### config.mk
export PLATFORM = sky130hd
export DESIGN_NAME = hx711_scale_ctrl
export DESIGN_NICKNAME = d
export VERILOG_FILES = /design/src/rtl/hx711_scale_ctrl.sv
export SDC_FILE = /design/constraint.sdc
export NUM_CORES = 1
export LEC_CHECK = 0
export ABC_AREA = 1
export BUFFER_PORTS_ARGS = -buffer_cell sky130_fd_sc_hd__buf_2
export CORE_MARGIN = 10
export CORE_UTILIZATION = 35
export CTS_BUF_LIST = sky130_fd_sc_hd__clkbuf_16
export DETAILED_ROUTE_END_ITERATION = 8
export SLEW_MARGIN = 25
export SYNTH_ARGS = -nofsm -noshare
export SYNTH_HDL_FRONTEND = slang
export SYNTH_SLANG_ARGS = --single-unit
### constraint.sdc
create_clock -name clk -period 6.4 [get_ports clk]
set_clock_uncertainty 0.2 [all_clocks]
set_input_delay 1.28 -clock clk [delete_from_list [all_inputs] [get_ports clk]]
set_output_delay 1.28 -clock clk [all_outputs]
set_load 0.05 [all_outputs]
### src/rtl/hx711_scale_ctrl.sv
// hx711_scale_ctrl: burst sequencer above the HX711 serial receiver.
// Requests conversions, selects channel/gain through the trailing pulse
// count, averages 2^AVG_LOG2 samples per burst, then either captures a tare
// offset or publishes a tare-corrected weight. Between bursts the sensor is
// powered down through rx_en, and a stalled sensor is caught by a timeout.
//
// Ports:
//   clk, rst        clock, asynchronous active-low reset
//   enable          run bursts while high
//   tare_req        pulse: a pending tare is applied to the next burst
//   gain_sel        00=A/128, 01=A/64, 10=B/32, 11 behaves as 00
//   raw_valid/data  one-cycle sample strobe and 24-bit signed sample
//   conv_start      one-cycle conversion request to the receiver
//   extra_pulses    trailing PD_SCK pulse count for the receiver (1/3/2)
//   rx_en           HX711 power enable (low while sleeping)
//   weight/_valid   signed tare-corrected average with one-cycle strobe
//   tare_value      current tare offset, tare_done one-cycle strobe
//   timeout_err     sticky, cleared while enable is low
module hx711_scale_ctrl #(
  parameter int AVG_LOG2       = 2,
  parameter int SLEEP_CYCLES   = 1000,
  parameter int TIMEOUT_CYCLES = 50000
) (
  input  logic        clk,
  input  logic        rst,
  input  logic        enable,
  input  logic        tare_req,
  input  logic [1:0]  gain_sel,
  input  logic        raw_valid,
  input  logic [23:0] raw_data,
  output logic        conv_start,
  output logic [1:0]  extra_pulses,
  output logic        rx_en,
  output logic [31:0] weight,
  output logic        weight_valid,
  output logic [23:0] tare_value,
  output logic        tare_done,
  output logic        timeout_err
);

  localparam int ACC_W = 24 + AVG_LOG2;
  localparam int TO_W  = $clog2(TIMEOUT_CYCLES + 1);
  localparam int SL_W  = $clog2(SLEEP_CYCLES + 1);
  localparam logic [TO_W-1:0] TO_LAST = TO_W'(TIMEOUT_CYCLES - 1);
  localparam logic [SL_W-1:0] SL_LAST = SL_W'(SLEEP_CYCLES - 1);

  localparam logic [2:0] S_IDLE  = 3'd0;
  localparam logic [2:0] S_REQ   = 3'd1;
  localparam logic [2:0] S_WAIT  = 3'd2;
  localparam logic [2:0] S_DONE  = 3'd3;
  localparam logic [2:0] S_SLEEP = 3'd4;

  // Divide the burst sum by the sample count (arithmetic shift) and keep
  // the low 24 bits; the average of 24-bit samples always fits.
  function automatic logic signed [23:0] avg_of(input logic signed [ACC_W-1:0] sum);
    logic signed [ACC_W-1:0] sh;
    sh = sum >>> AVG_LOG2;
    return sh[23:0];
  endfunction

  function automatic logic [1:0] pulses_for(input logic [1:0] g);
    case (g)
      2'b01:   return 2'd3;
      2'b10:   return 2'd2;
      default: return 2'd1;
    endcase
  endfunction

  logic [2:0]              state;
  logic signed [ACC_W-1:0] acc;
  logic [AVG_LOG2-1:0]     smp_cnt;
  logic [TO_W-1:0]         to_cnt;
  logic [SL_W-1:0]         sleep_cnt;
  logic                    tare_pending;
  logic                    tare_burst;

  logic signed [ACC_W-1:0] raw_ext;
  logic signed [23:0]      avg;
  logic signed [31:0]      diff;

  assign raw_ext = {{AVG_LOG2{raw_data[23]}}, raw_data};
  assign avg     = avg_of(acc);
  assign diff    = {{8{avg[23]}}, avg} - {{8{tare_value[23]}}, tare_value};

  assign conv_start = (state == S_REQ);
  assign rx_en      = (state != S_SLEEP);

  always_ff @(posedge clk or negedge rst) begin
    if (!rst) begin
      state        <= S_IDLE;
      acc          <= '0;
      smp_cnt      <= '0;
      to_cnt       <= '0;
      sleep_cnt    <= '0;
      tare_pending <= 1'b0;
      tare_burst   <= 1'b0;
      extra_pulses <= 2'd1;
      weight       <= '0;
      weight_valid <= 1'b0;
      tare_value   <= '0;
      tare_done    <= 1'b0;
      timeout_err  <= 1'b0;
    end else begin
      weight_valid <= 1'b0;
      tare_done    <= 1'b0;
      if (tare_req) tare_pending <= 1'b1;
      if (!enable)  timeout_err  <= 1'b0;

      case (state)
        S_IDLE: begin
          if (enable) begin
            extra_pulses <= pulses_for(gain_sel);
            // A tare request arriving on this very edge belongs to this burst.
            tare_burst   <= tare_pending | tare_req;
            tare_pending <= 1'b0;
            acc          <= '0;
            smp_cnt      <= '0;
            state        <= S_REQ;
          end
        end
        S_REQ: begin
          if (!enable) begin
            acc   <= '0;
            state <= S_IDLE;
            // An aborted tare burst keeps its request for the next burst.
            if (tare_burst) tare_pending <= 1'b1;
          end else begin
            to_cnt <= '0;
            state  <= S_WAIT;
          end
        end
        S_WAIT: begin
          if (!enable) begin
            acc   <= '0;
            state <= S_IDLE;
            if (tare_burst) tare_pending <= 1'b1;
          end else if (raw_valid) begin
            acc <= acc + raw_ext;
            if (&smp_cnt) begin
              state <= S_DONE;
            end else begin
              smp_cnt <= smp_cnt + 1'b1;
              state   <= S_REQ;
            end
          end else if (to_cnt == TO_LAST) begin
            timeout_err <= 1'b1;
            acc         <= '0;
            sleep_cnt   <= '0;
            state       <= S_SLEEP;
          end else begin
            to_cnt <= to_cnt + 1'b1;
          end
        end
        S_DONE: begin
          if (tare_burst) begin
            tare_value <= avg;
            tare_done  <= 1'b1;
          end else begin
            weight       <= diff;
            weight_valid <= 1'b1;
          end
          sleep_cnt <= '0;
          state     <= S_SLEEP;
        end
        S_SLEEP: begin
          if (sleep_cnt == SL_LAST) begin
            state <= S_IDLE;
          end else begin
            sleep_cnt <= sleep_cnt + 1'b1;
          end
        end
        default: state <= S_IDLE;
      endcase
    end
  end

endmodule

==> run_results.csv <==
group,metric,value,unit
outcome,status,"completed",
die,io-pin-count,94,
clock_tree,cts_tree,"yes",
sta,setup_tns,0,ps
route,drc,0,
route,drt-total-wl,24.3,mm
die,num_rows,57,
grt,gr-usage-met1,0.203,
yosys,avgSynthCellArea,6.62,µm²
finish,fin_area,0.00983,mm²
power_and_ir_drop,irDropWorstVdd,0.000310,V
die,coreArea,0.0242,mm²
sta,rsz0062_at_grt,"false",
worst_setup_path,arrival,1650,ps
worst_setup_path,path_class,"reg2out",
clock_tree,path_clk_slew,60,ps
worst_setup_path,crit_path_max_fanout,7,
sta,worstMarginPinSlew,926,ps
finish,syn_to_final_growth,14.6,%
grt,use_met2,0.261,
sta,drv_slew,0,
yosys,synth_cell_type_count,42,
worst_setup_path,critPathLaunchType,"flop",
die,dieHeight,177,µm
yosys,yosysTopAreaCellShare,0.327,
job,max_cap_viol_count,0,
worst_setup_path,slowest_stage,"dfrtp_1",
die,start_util,0.354,
clock_tree,h-tree-depth,4,
finish,utilization,0.405,
yosys,async_flop_share,1.00,
die,die_x,177,µm
route,dr.pass1.iters,5,
power_and_ir_drop,power_density,411,mW/mm²
yosys,ys.flop_type,"dfrtp_1",
grt,grtUsageTotal,0.157,
placement,place.gp.congestion,0.891,
route,vias,8101,
yosys,synth_seq_cells,113,
clock_tree,clk_latency,420,ps
finish,fin_nets,1472,
clock_tree,cts_setup_buffers,0,
yosys,synthesis.area,0.00858,mm²
yosys,synth_common_cells,"nand2_1, inv_1, dfrtp_1, nand3_1, nor2_1",
grt,grt_max_degree,58,
yosys,synth-edff-count,0,
worst_setup_path,end_kind,"output port",
clock_tree,cts.sinks,113,
worst_setup_path,crit_path_start,"state[1]",
yosys,synthesis.nets,1383,
finish,instances_no_fill,1724,
yosys,synth.largest_area_cell,"dfrtp_1",
sta,period_share,0.489,
yosys,synth_cells,1297,
grt,grt_pass1_wl,40.0,mm
worst_setup_path,cp.buffers_inverters,3,
grt,antenna_found_initial,1,
placement,io_buffers,93,
worst_setup_path,max_stage_delay,420,ps
finish,layout-drive-gt1-share,0.117,
hold_path,hold_path_class,"reg2reg",
yosys,ys_seq_area_frac,0.330,
placement,dpl_cell_area,0.00929,mm²
placement,dp_cells,1691,
route,routedWlPerCell,14.1,µm
clock_tree,numCtsBuffers,17,
yosys,yosysMostFrequentCell,"nand2_1",
sta,relSlewSlack,0.381,
clock_tree,hold_buffers,0,
yosys,synth-warning-count,0,
route,ant_nets,0,
die,die-area,0.0312,mm²
worst_setup_path,worstPathCellList,"nor2_1 -> inv_2 -> nor2_4 -> inv_1 -> buf_2",
grt,gr-max-usage-layer,"met2",
hold_path,min_from,"weight[13]",
yosys,synth_area_leaders,"dfrtp_1, nand2_1, inv_1, ha_1, nand3_1",
sta,max_freq,319,MHz
clock_tree,clockBufferDepth,2,
grt,grt_pass1_vias,7779,
worst_setup_path,cpLargestDelayFamily,"buffers and inverters",
power_and_ir_drop,leakage,5.46,nW
grt,globalRoute.totalOverflow,0,
clock_tree,post_cts_resized,0,
worst_setup_path,rr_startpoint,"acc[2]",
sta,period_needed,3130,ps
placement,hpwl,19.5,mm
sta,setup-violations-final,0,
grt,use_met3,0.0361,
worst_setup_path,cp.required,4920,ps
route,via_per_inst,4.70,
sta,hold_violations,0,
clock_tree,cts-root-buf,"clkbuf_16",
route,drtIter0Drc,476,
power by group:
group | total (mW) | leakage, nW | internal, mW | switching (mW)
Clock | 0.874 | 0.261 | 0.497 | 0.376
Sequential | 0.977 | 1.53 | 0.858 | 0.119
Combinational | 2.19 | 3.66 | 0.619 | 1.57
Total | 4.04 | 5.46 | 1.97 | 2.07
logic make-up after synthesis:
| family | after synthesis | share of synthesized area |
|---|---|---|
| XOR/XNOR | 25 | 0.0255 |
| AO/OA/AOI/OAI | 144 | 0.0894 |
| AND/OR/NAND/NOR | 721 | 0.359 |
| buffers and inverters | 239 | 0.115 |
| flip-flops | 113 | 0.330 |
| adder cells (fa/ha/maj) | 55 | 0.0819 |
routing by layer:
layer  vias to the layer above  part of all wire
li1                       4283                 -
met1                      3637              0.47
met2                       164              0.47
met3                        17             0.052
met4                         0            0.0096
met5                         -                 0
state kept, by name (all words and copies together) (netlist names), 2 cells and up:
| register | flops |
|---|---|
| acc | 26 |
| extra_pulses | 2 |
| sleep_cnt | 10 |
| smp_cnt | 2 |
| state | 3 |
| tare_value | 24 |
| to_cnt | 16 |
| weight | 25 |
cells in the final DEF (no fill, tap or decap), types with 3 or more instances in the layout:
master	netlist	routed
a21oi_1	43	43
nand3_1	95	95
o31ai_1	3	3
nor4_1	4	4
clkinvlp_4	0	3
o21bai_1	5	5
nand3_2	4	4
nand3b_1	6	6
buf_2	8	92
nor2_2	5	4
ha_1	53	53
nor2_1	90	90
xnor2_1	14	14
inv_1	202	203
inv_6	0	3
o21ai_0	41	41
and2_1	3	3
nor2_4	5	6
nand2_1	466	466
nor3_1	9	9
xor2_1	11	11
inv_2	11	11
dfrtp_1	112	112
o21ai_1	43	43
clkbuf_16	0	17
clkinv_4	0	4
nor3_2	3	3
nand4_1	23	23
worst paths after layout:
path	to	slack, ps	cells after the start
max	rx_en	3270	5
min	weight[13]	270	2
max reg2reg	weight[30]	3930	13
min reg2reg	weight[13]	270	2
max in group asynchronous	to_cnt[7]	4060	2
min in group asynchronous	weight[20]	710	1
stage by stage:
stage               worst slack [ps]  power (mW)  hold slack (ps)
detailed placement              3120        3.18              264
finish                          3270        4.04              275
global route                    3180        4.40              302
floorplan                       3470        2.73              246
CTS                             3240        4.08              279
global placement                3180        3.16              258
worst reg2reg max path, cell delays in order (launching register included):
cell	delay [ps]
dfrtp_1	470
inv_1	120
ha_1	220
fa_1	410
inv_1	100
nand3_1	80
nand3_1	180
nand2_1	110
nand2_1	120
nand2_1	90
nand3_1	90
nand2_1	50
nand3_1	80
nand2_1	50
area by class of cell:
class	count	area, µm²
fill	2652	14400
multi-input combinational	945	4770
sequential	113	2830
inverter	215	810
timing repair buffer	94	475
clock buffer	17	425
tap	324	405
clock inverter	15	113
antenna	1	2.50
Power figures use the tool's default switching activity.
